**src/rtl/mcu_pkg.sv**
```systemverilog
// mcu_pkg: shared opcodes, FSM state type and width
// defaults for the mcu_sequencer slice.
package mcu_pkg;

  localparam int MCU_DATA_W = 8;

  localparam logic [3:0] OP_ADD  = 4'h0;
  localparam logic [3:0] OP_SUB  = 4'h1;
  localparam logic [3:0] OP_AND  = 4'h2;
  localparam logic [3:0] OP_OR   = 4'h3;
  localparam logic [3:0] OP_OUT  = 4'h4;
  localparam logic [3:0] OP_CLR  = 4'h5;
  localparam logic [3:0] OP_HALT = 4'hF;

  typedef enum logic [2:0] {
    S_IDLE,
    S_FETCH,
    S_OPERAND,
    S_EXEC,
    S_HALT
  } state_e;

  // ALU opcodes occupy 0x0..0x3 and need an external operand
  function automatic logic is_alu_op(input logic [3:0] op);
    return op <= OP_OR;
  endfunction

endpackage

```
**src/rtl/mcu_alu.sv**
```systemverilog
// mcu_alu: combinational 2-bit-op ALU, wraps modulo 2^DATA_W.
// op 0=ADD 1=SUB 2=AND 3=OR.
module mcu_alu
  import mcu_pkg::*;
#(
  parameter int DATA_W = MCU_DATA_W
) (
  input  logic [1:0]        op_i,
  input  logic [DATA_W-1:0] a_i,
  input  logic [DATA_W-1:0] b_i,
  output logic [DATA_W-1:0] y_o
);

  // Select the result; no flags are produced
  always_comb begin
    y_o = a_i + b_i;
    unique case (op_i)
      2'd0: y_o = a_i + b_i;
      2'd1: y_o = a_i - b_i;
      2'd2: y_o = a_i & b_i;
      2'd3: y_o = a_i | b_i;
      default: y_o = a_i + b_i;
    endcase
  end

endmodule

```
**src/rtl/mcu_sequencer.sv**
```systemverilog
// mcu_sequencer: multi-cycle FETCH/OPERAND/EXEC program
// sequencer with program memory and 16x8 register file.
module mcu_sequencer
  import mcu_pkg::*;
#(
  parameter int DATA_W     = MCU_DATA_W,
  parameter int PROG_DEPTH = 16,
  parameter int NREGS      = 16
) (
  input  logic                          clk,
  input  logic                          reset,
  input  logic                          load_en,
  input  logic [$clog2(PROG_DEPTH)-1:0] load_addr,
  input  logic [DATA_W-1:0]             load_data,
  input  logic                          start,
  input  logic                          operand_valid,
  input  logic [DATA_W-1:0]             operand,
  output logic                          operand_ready,
  output logic [DATA_W-1:0]             data_out,
  output logic                          out_valid,
  output logic                          busy,
  output logic                          halted,
  output logic [$clog2(PROG_DEPTH)-1:0] pc
);

  localparam int PC_W = $clog2(PROG_DEPTH);

  state_e state_q, state_d;

  logic [PC_W-1:0]   pc_q, pc_d, pc_inc;
  logic [DATA_W-1:0] ir_q, ir_d;
  logic [DATA_W-1:0] dout_q, dout_d;
  logic              ovld_q, ovld_d;
  logic [DATA_W-1:0] fetch_w, rd_val;
  logic [DATA_W-1:0] alu_y, wr_val;
  logic              wr_en, load_ok;
  logic [3:0]        opc, rd, f_opc;

  logic [DATA_W-1:0] prog_q [PROG_DEPTH];
  logic [DATA_W-1:0] regs_q [NREGS];

  assign fetch_w = prog_q[pc_q];
  assign f_opc   = fetch_w[7:4];
  assign opc     = ir_q[7:4];
  assign rd      = ir_q[3:0];
  assign rd_val  = regs_q[rd];

  assign pc_inc = (pc_q == PC_W'(PROG_DEPTH - 1))
                ? '0 : pc_q + PC_W'(1);

  assign load_ok = load_en &&
                   (state_q == S_IDLE || state_q == S_HALT);

  mcu_alu #(.DATA_W(DATA_W)) u_alu (
    .op_i (opc[1:0]),
    .a_i  (rd_val),
    .b_i  (operand),
    .y_o  (alu_y)
  );

  // Next-state, PC, IR, result and register write control
  always_comb begin
    state_d = state_q;
    pc_d    = pc_q;
    ir_d    = ir_q;
    dout_d  = dout_q;
    ovld_d  = 1'b0;
    wr_en   = 1'b0;
    wr_val  = '0;
    unique case (state_q)
      S_IDLE, S_HALT: begin
        if (start) begin
          pc_d    = '0;
          state_d = S_FETCH;
        end
      end
      S_FETCH: begin
        ir_d = fetch_w;
        if (is_alu_op(f_opc))
          state_d = S_OPERAND;
        else if (f_opc == OP_HALT)
          state_d = S_HALT;
        else
          state_d = S_EXEC;
      end
      S_OPERAND: begin
        if (operand_valid) begin
          wr_en   = 1'b1;
          wr_val  = alu_y;
          dout_d  = alu_y;
          ovld_d  = 1'b1;
          pc_d    = pc_inc;
          state_d = S_FETCH;
        end
      end
      S_EXEC: begin
        pc_d    = pc_inc;
        state_d = S_FETCH;
        if (opc == OP_OUT) begin
          dout_d = rd_val;
          ovld_d = 1'b1;
        end else if (opc == OP_CLR) begin
          wr_en  = 1'b1;
          wr_val = '0;
        end
      end
      default: state_d = S_IDLE;
    endcase
  end

  // Sequencer state, PC, IR and output registers
  always_ff @(posedge clk or posedge reset) begin
    if (reset) begin
      state_q <= S_IDLE;
      pc_q    <= '0;
      ir_q    <= '0;
      dout_q  <= '0;
      ovld_q  <= 1'b0;
    end else begin
      state_q <= state_d;
      pc_q    <= pc_d;
      ir_q    <= ir_d;
      dout_q  <= dout_d;
      ovld_q  <= ovld_d;
    end
  end

  // Register file, cleared on reset
  always_ff @(posedge clk or posedge reset) begin
    if (reset) begin
      for (int i = 0; i < NREGS; i++)
        regs_q[i] <= '0;
    end else if (wr_en) begin
      regs_q[rd] <= wr_val;
    end
  end

  // Program memory survives reset; writes only while not running
  always_ff @(posedge clk) begin
    if (load_ok)
      prog_q[load_addr] <= load_data;
  end

  assign operand_ready = (state_q == S_OPERAND);
  assign busy          = (state_q == S_FETCH) ||
                         (state_q == S_OPERAND) ||
                         (state_q == S_EXEC);
  assign halted        = (state_q == S_HALT);
  assign pc            = pc_q;
  assign data_out      = dout_q;
  assign out_valid     = ovld_q;

endmodule

```
**config.mk**
```make
export PLATFORM = sky130hd
export DESIGN_NAME = mcu_sequencer
export DESIGN_NICKNAME = d
export VERILOG_FILES = /design/src/rtl/mcu_pkg.sv /design/src/rtl/mcu_alu.sv /design/src/rtl/mcu_sequencer.sv
export SDC_FILE = /design/constraint.sdc
export NUM_CORES = 1
export LEC_CHECK = 0
export CAP_MARGIN = 20
export CORE_MARGIN = 2
export CORE_UTILIZATION = 61
export CTS_CLUSTER_SIZE = 28
export DETAILED_ROUTE_END_ITERATION = 8
export PLACE_DENSITY = 0.79
export SLEW_MARGIN = 20
export SYNTH_ARGS = -nofsm -noshare
export SYNTH_HDL_FRONTEND = slang
export SYNTH_HIERARCHICAL = 1
export SYNTH_SLANG_ARGS = --single-unit
```
**constraint.sdc**
```tcl
create_clock -name clk -period 5.8 [get_ports clk]
set_input_delay 1.16 -clock clk [delete_from_list [all_inputs] [get_ports clk]]
set_output_delay 1.16 -clock clk [all_outputs]
set_load 0.005 [all_outputs]
```
**Word level (Yosys, flattened, before mapping)**

Memory sizes are Yosys's and may differ from the RTL's.
Cells that the tools add are included.
W data, S select, Z words.

- Register bits after elaboration: 152
- RAM bits: 128
- Output and inout bits: 16
- Word-level logic and storage cells: 87
- Memories: 1

Memories:

| memory | words | bits a word | rd ports | clocked after Yosys merged registers in | wr ports | RTL line | text |
|---|---|---|---|---|---|---|---|
| prog_q | 16 | 8 | 1 | 0 | 1 | mcu_sequencer.sv:39 | `logic [DATA_W-1:0] prog_q [PROG_DEPTH];` |

- Add/subtract/negate cells: 3
- $lt $le $gt $ge: 3
- Equal/unequal tests: 14
- Multiplexer cells: 29
- Bitwise logic cells: 3
- Reduce and logical (&&, ||, !) cells: 13

Operators by type and width:

| operator | number |
|---|---|
| $bwmux W128 | 1 |
| $mux W8 | 7 |
| $bmux W8 S4 | 1 |
| $demux W8 S4 | 1 |
| $pmux W8 S4 | 1 |
| $pmux W8 S2 | 1 |
| $mux W3 | 4 |
| $mux W4 | 3 |
| $pmux W3 S4 | 1 |
| $pmux W4 S3 | 1 |
| $add A8 B8 Y8 | 1 |
| $and A8 B8 Y8 | 1 |
| $eq A4 B3 Y1 const B | 2 |
| $eq A4 B4 Y1 const B | 2 |
| $or A8 B8 Y8 | 1 |
| $sub A8 B8 Y8 | 1 |
| $eq A3 B2 Y1 const B | 2 |
| $mux W1 | 6 |
| $ne A2 B2 Y1 const B | 3 |
| $reduce_and A3 Y1 | 2 |
| $ge A5 B5 Y1 const B | 1 |
| $lt A5 B1 Y1 const B | 1 |
| $not A4 Y5 | 1 |
| $add A4 B1 Y4 const B | 1 |
| 14 further kinds | 19 |

**Logic depth before layout (Yosys ltp)**

- Word-level depth: 9
- Gate-level depth with buffers: 16
- Mapped depth without buffers: 13

**By module**

Netlist, hierarchy kept.

Modules (own cells, without submodules):

| module | times used | cells each | area each (µm²) |
|---|---|---|---|
| mcu_sequencer | 1 | 688 | 11986.5 |
| mcu_alu | 1 | 96 | 709.4 |

**Least setup slack after synthesis**

Ideal clock, no wire load.

- Kind: register to register
- Start point: register ir_q[0]
- End point: register regs_q[78] (netlist name)
- Library setup time: 125 ps
- Arrival: 4072 ps
- Data required time: 5675 ps
- Setup slack: 1603 ps
- Cell stages (with the launch flop): 17
- Buffers on the path: 3
- Cells stage by stage: dfrtp_1 -> buf_2 -> buf_2 -> mux4_2 -> mux4_2 -> inv_1 -> ha_1 -> inv_1 -> fa_1 -> a21o_1 -> a21oi_1 -> o21bai_1 -> a2111oi_0 -> a221oi_1 -> and2_0 -> clkbuf_1 -> mux2_2

- Word-level cells in the longest chain between the ends: 9

RTL lines:

| what | RTL line | text |
|---|---|---|
| start, declared | mcu_sequencer.sv:31 | `logic [DATA_W-1:0] ir_q, ir_d;` |
| start signal, assigned | mcu_sequencer.sv:122 | `ir_q <= ir_d;` |
| $not A4 Y5 (not written as such) (*) | mcu_sequencer.sv:46 | `assign rd_val = regs_q[rd];` |
| $bmux W8 S4 (*) | mcu_sequencer.sv:46 |  |
| $mux W8 (not written as such) (*) (2 in a row) | mcu_sequencer.sv:46 |  |
| via rd_val[0] | mcu_sequencer.sv:34 | `logic [DATA_W-1:0] fetch_w, rd_val;` |
| $sub A8 B8 Y8 / $add A8 B8 Y8 (equally long branches) | mcu_alu.sv:19, mcu_alu.sv:18 |  |
| $pmux W8 S4 (*) | mcu_alu.sv:17 | `unique case (op_i)` |
| via alu_y[6] | mcu_sequencer.sv:35 | `logic [DATA_W-1:0] alu_y, wr_val;` |
| $mux W8 (*) | mcu_sequencer.sv:87 | `if (operand_valid) begin` |
| $mux W8 (*) | n/a |  |
| $bwmux W128 (*) | mcu_sequencer.sv:134 | `regs_q[rd] <= wr_val;` |
| end signal, assigned by index | mcu_sequencer.sv:134 |  |
| end, declared | mcu_sequencer.sv:40 | `logic [DATA_W-1:0] regs_q [NREGS];` |

The timed path passes the listed nets; every way through them passes the cells marked *. The select of a mux whose other input is x is not followed.
A chain may end at the register's enable or synchronous reset.

**Worst setup path after layout**

- Start point: register ir_q[0]
- End point: register regs_q[62] (netlist name)

The elaborated chain is that of the path after synthesis.

==> flow_metrics.py <==
metrics = {
    "outcome": {
        "outcome": "finished clean",
    },
    "floorplan": {
        "core_area_um2": 20300,
        "io_pins": 41,
        "die_w_um": 148,
        "core.rowCount": 52,
        "die_height_um": 148,
        "dieArea_um2": 22000,
        "initial_core_util": 0.625,
    },
    "layout": {
        "areaGrowthSynthToFinish_pct": 11.9,
        "finalNonFillerCells": 1111,
        "nets": 857,
        "insertedDiodeCount": 0,
        "final_cell_mix": "150 x dfrtp_1, 134 x mux2_2, 128 x edfxtp_1",
        "layout-drive-gt1-share": 0.331,
        "stdcell_area_um2": 14200,
        "layout_commonest_cell": "dfrtp_1",
    },
    "synth": {
        "synthesis.nets": 821,
        "synth_area_um2": 12700,
        "synth-seq-cells": 280,
        "ys.flop_type": "dfrtp_1",
        "synth_warnings": 6,
        "seq_area_frac_synth": 0.602,
        "synth-edff-count": 128,
        "async_flop_share": 0.543,
        "avgSynthCellArea_um2": 16.2,
        "ys_types": 60,
        "synthCells": 784,
    },
    "placed_design": {
        "dp.cells": 1060,
        "post_dp_cell_area_um2": 13300,
        "dp_hpwl_um": 18200,
        "io_buffers": 40,
        "gp_congestion": 0.817,
    },
    "cts": {
        "cts_root_buffer": "clkbuf_16",
        "clk_pin_slew_ps": 60,
        "insertion_delay_ps": 540,
        "cts_buffers": 28,
        "cts_tree": "done",
        "htreeDepth": 1,
        "cts_resized": 0,
        "cts_buffer_depth": 3,
        "cts_setup_buffers": 0,
        "ctsHoldBuffers": 0,
        "cts.sinks": 280,
    },
    "routing": {
        "drtAntennaViolNets": 0,
        "drc": 0,
        "routed_wl_um": 27300,
        "first_pass_iters": 5,
        "wire_per_inst_um": 24.6,
        "drtIter0Drc": 604,
        "num_vias": 7032,
        "vias_per_cell": 6.33,
    },
    "global_route": {
        "grt_use_total": 0.260,
        "grt_overflow_total": 0,
        "antenna_found_initial": 0,
        "grt_max_degree": 117,
        "grt_pass1_wl_um": 43300,
        "grt_pass1_vias": 7661,
    },
    "sta": {
        "period_share": 0.872,
        "fmax_mhz": 198,
        "maxSlewViolCount": 0,
        "hold_viol": 0,
        "setup_tns_ps": 0,
        "finalClockSkew_ps": 7.70,
        "setup_violations": 0,
        "worst_pin_slew_ps": 1100,
        "min_period_ps": 5060,
        "maxSlewHeadroom": 0.264,
        "rsz0062_at_grt": "false",
        "whs_ps": 487,
    },
    "power": {
        "leakage_uw": 0.00574,
        "irDropWorstVdd_uv": 306,
        "power-per-cell-area_nw_per_um2": 410,
    },
    "setup_path": {
        "start_kind": "flip-flop",
        "cp-end-kind": "flip-flop",
        "timing.rr.end": "regs_q[62]",
        "worstSetupEndpoint": "regs_q[62]",
        "critPathKind": "reg -> reg",
        "worst_r2r_path_depth": 11,
        "cp_max_fo": 20,
        "timing.rr.start": "ir_q[0]",
        "reg2reg_slack_ps": 740,
        "cp-startpoint": "ir_q[0]",
        "required_ps": 6270,
        "cp.arrival_ps": 5530,
    },
    "flow_run": {
        "drv_cap": 0,
    },
    "worst_hold_path": {
        "worstHoldStart": "ir_q[6]",
        "hp-class": "reg -> reg",
    },
}
through the flow:
stage                     power, uW  setup slack [ps]   util
after floorplan                3650               547      -
after global placement         4040               961  0.655
after detailed placement       4120               770  0.655
after CTS                      5860               768  0.700
after global routing           6090               449  0.700
final                          5820               744  0.700
cell families (layout without fill, tap and decap cells):
group,after synthesis,after routing,share of synthesized area
DFF,280,280,0.602
AOI/OAI and AO/OA,70,70,0.0369
and+or+nand+nor,136,136,0.0583
xor gates and xnor gates,9,9,0.00621
buffers and inverters,52,109,0.0198
muxes,220,220,0.260
adders and majority gates,17,17,0.0164
layer usage:
metal,vias to the layer above,wire (um),GRT usage
li1,3086,-,-
met5,-,0,0
met1,3699,10600,0.327
met3,59,1220,0.0414
met4,0,844,0.0800
met2,188,14600,0.467
power by group:
group	leakage (uW)	internal, uW	total (uW)	switching [uW]
registers	0.00323	2260	2490	231
logic	0.00207	775	1590	810
clock network	0.000451	1020	1750	735
total	0.00574	4050	5820	1780
sequential cells by signal, summed over array words and instances (netlist names):
name,cells
regs_q,128
data_out,8
out_valid,1
ir_q,8
state_q,3
prog_q,128
pc,4
cells in the mapped netlist, drive strengths merged (2+ instances only):
cell type | instances | area share
dfrtp | 152 | 0.30
mux2 | 135 | 0.12
edfxtp | 128 | 0.30
mux4 | 72 | 0.13
nor2 | 51 | 0.018
nand2 | 29 | 0.0086
buf | 27 | 0.012
a21oi | 18 | 0.0071
o21ai | 18 | 0.0071
clkbuf | 16 | 0.0047
mux2i | 13 | 0.010
nand2b | 12 | 0.0059
ha | 11 | 0.011
and2 | 10 | 0.0049
inv | 9 | 0.0027
nor2b | 9 | 0.0044
nor3 | 8 | 0.0053
maj3 | 5 | 0.0039
or3 | 5 | 0.0033
xor2 | 5 | 0.0034
a211oi | 4 | 0.0024
a21o | 4 | 0.0024
a22o | 4 | 0.0028
a31oi | 4 | 0.0020
xnor2 | 4 | 0.0028
nand4 | 3 | 0.0015
a211o | 2 | 0.0014
and4bb | 2 | 0.0020
nand3 | 2 | 0.0012
nand3b | 2 | 0.0012
o21a | 2 | 0.0012
o21bai | 2 | 0.0012
o22ai | 2 | 0.00099
o31ai | 2 | 0.0023
worst min-delay path by stage:
stage	endpoint	depth (start not counted)
6_report	ir_q[6]	2
5_1_grt	regs_q[87]	1
4_1_cts	ir_q[6]	2
3_5_place_dp	ir_q[6]	2
3_3_place_gp	ir_q[7]	2
2_1_floorplan	ir_q[6]	2
worst max-delay path: stages (launching register included):
cell	delay, ps
dfrtp_2	800
buf_4	450
mux4_2	570
mux4_2	560
ha_1	380
a21o_1	200
a21oi_1	240
o21bai_1	120
a21o_1	180
a221oi_1	490
and2_0	660
mux2_2	290
area by class of cell:
type	count	area (um^2)
sequential	280	7650
clock inverter	14	97.6
multi-input combinational	452	4810
inverter	9	41.3
fill	1299	6090
timing repair buffer	49	468
tap	270	338
clock buffer	37	806
Power figures use the tool's default switching activity.
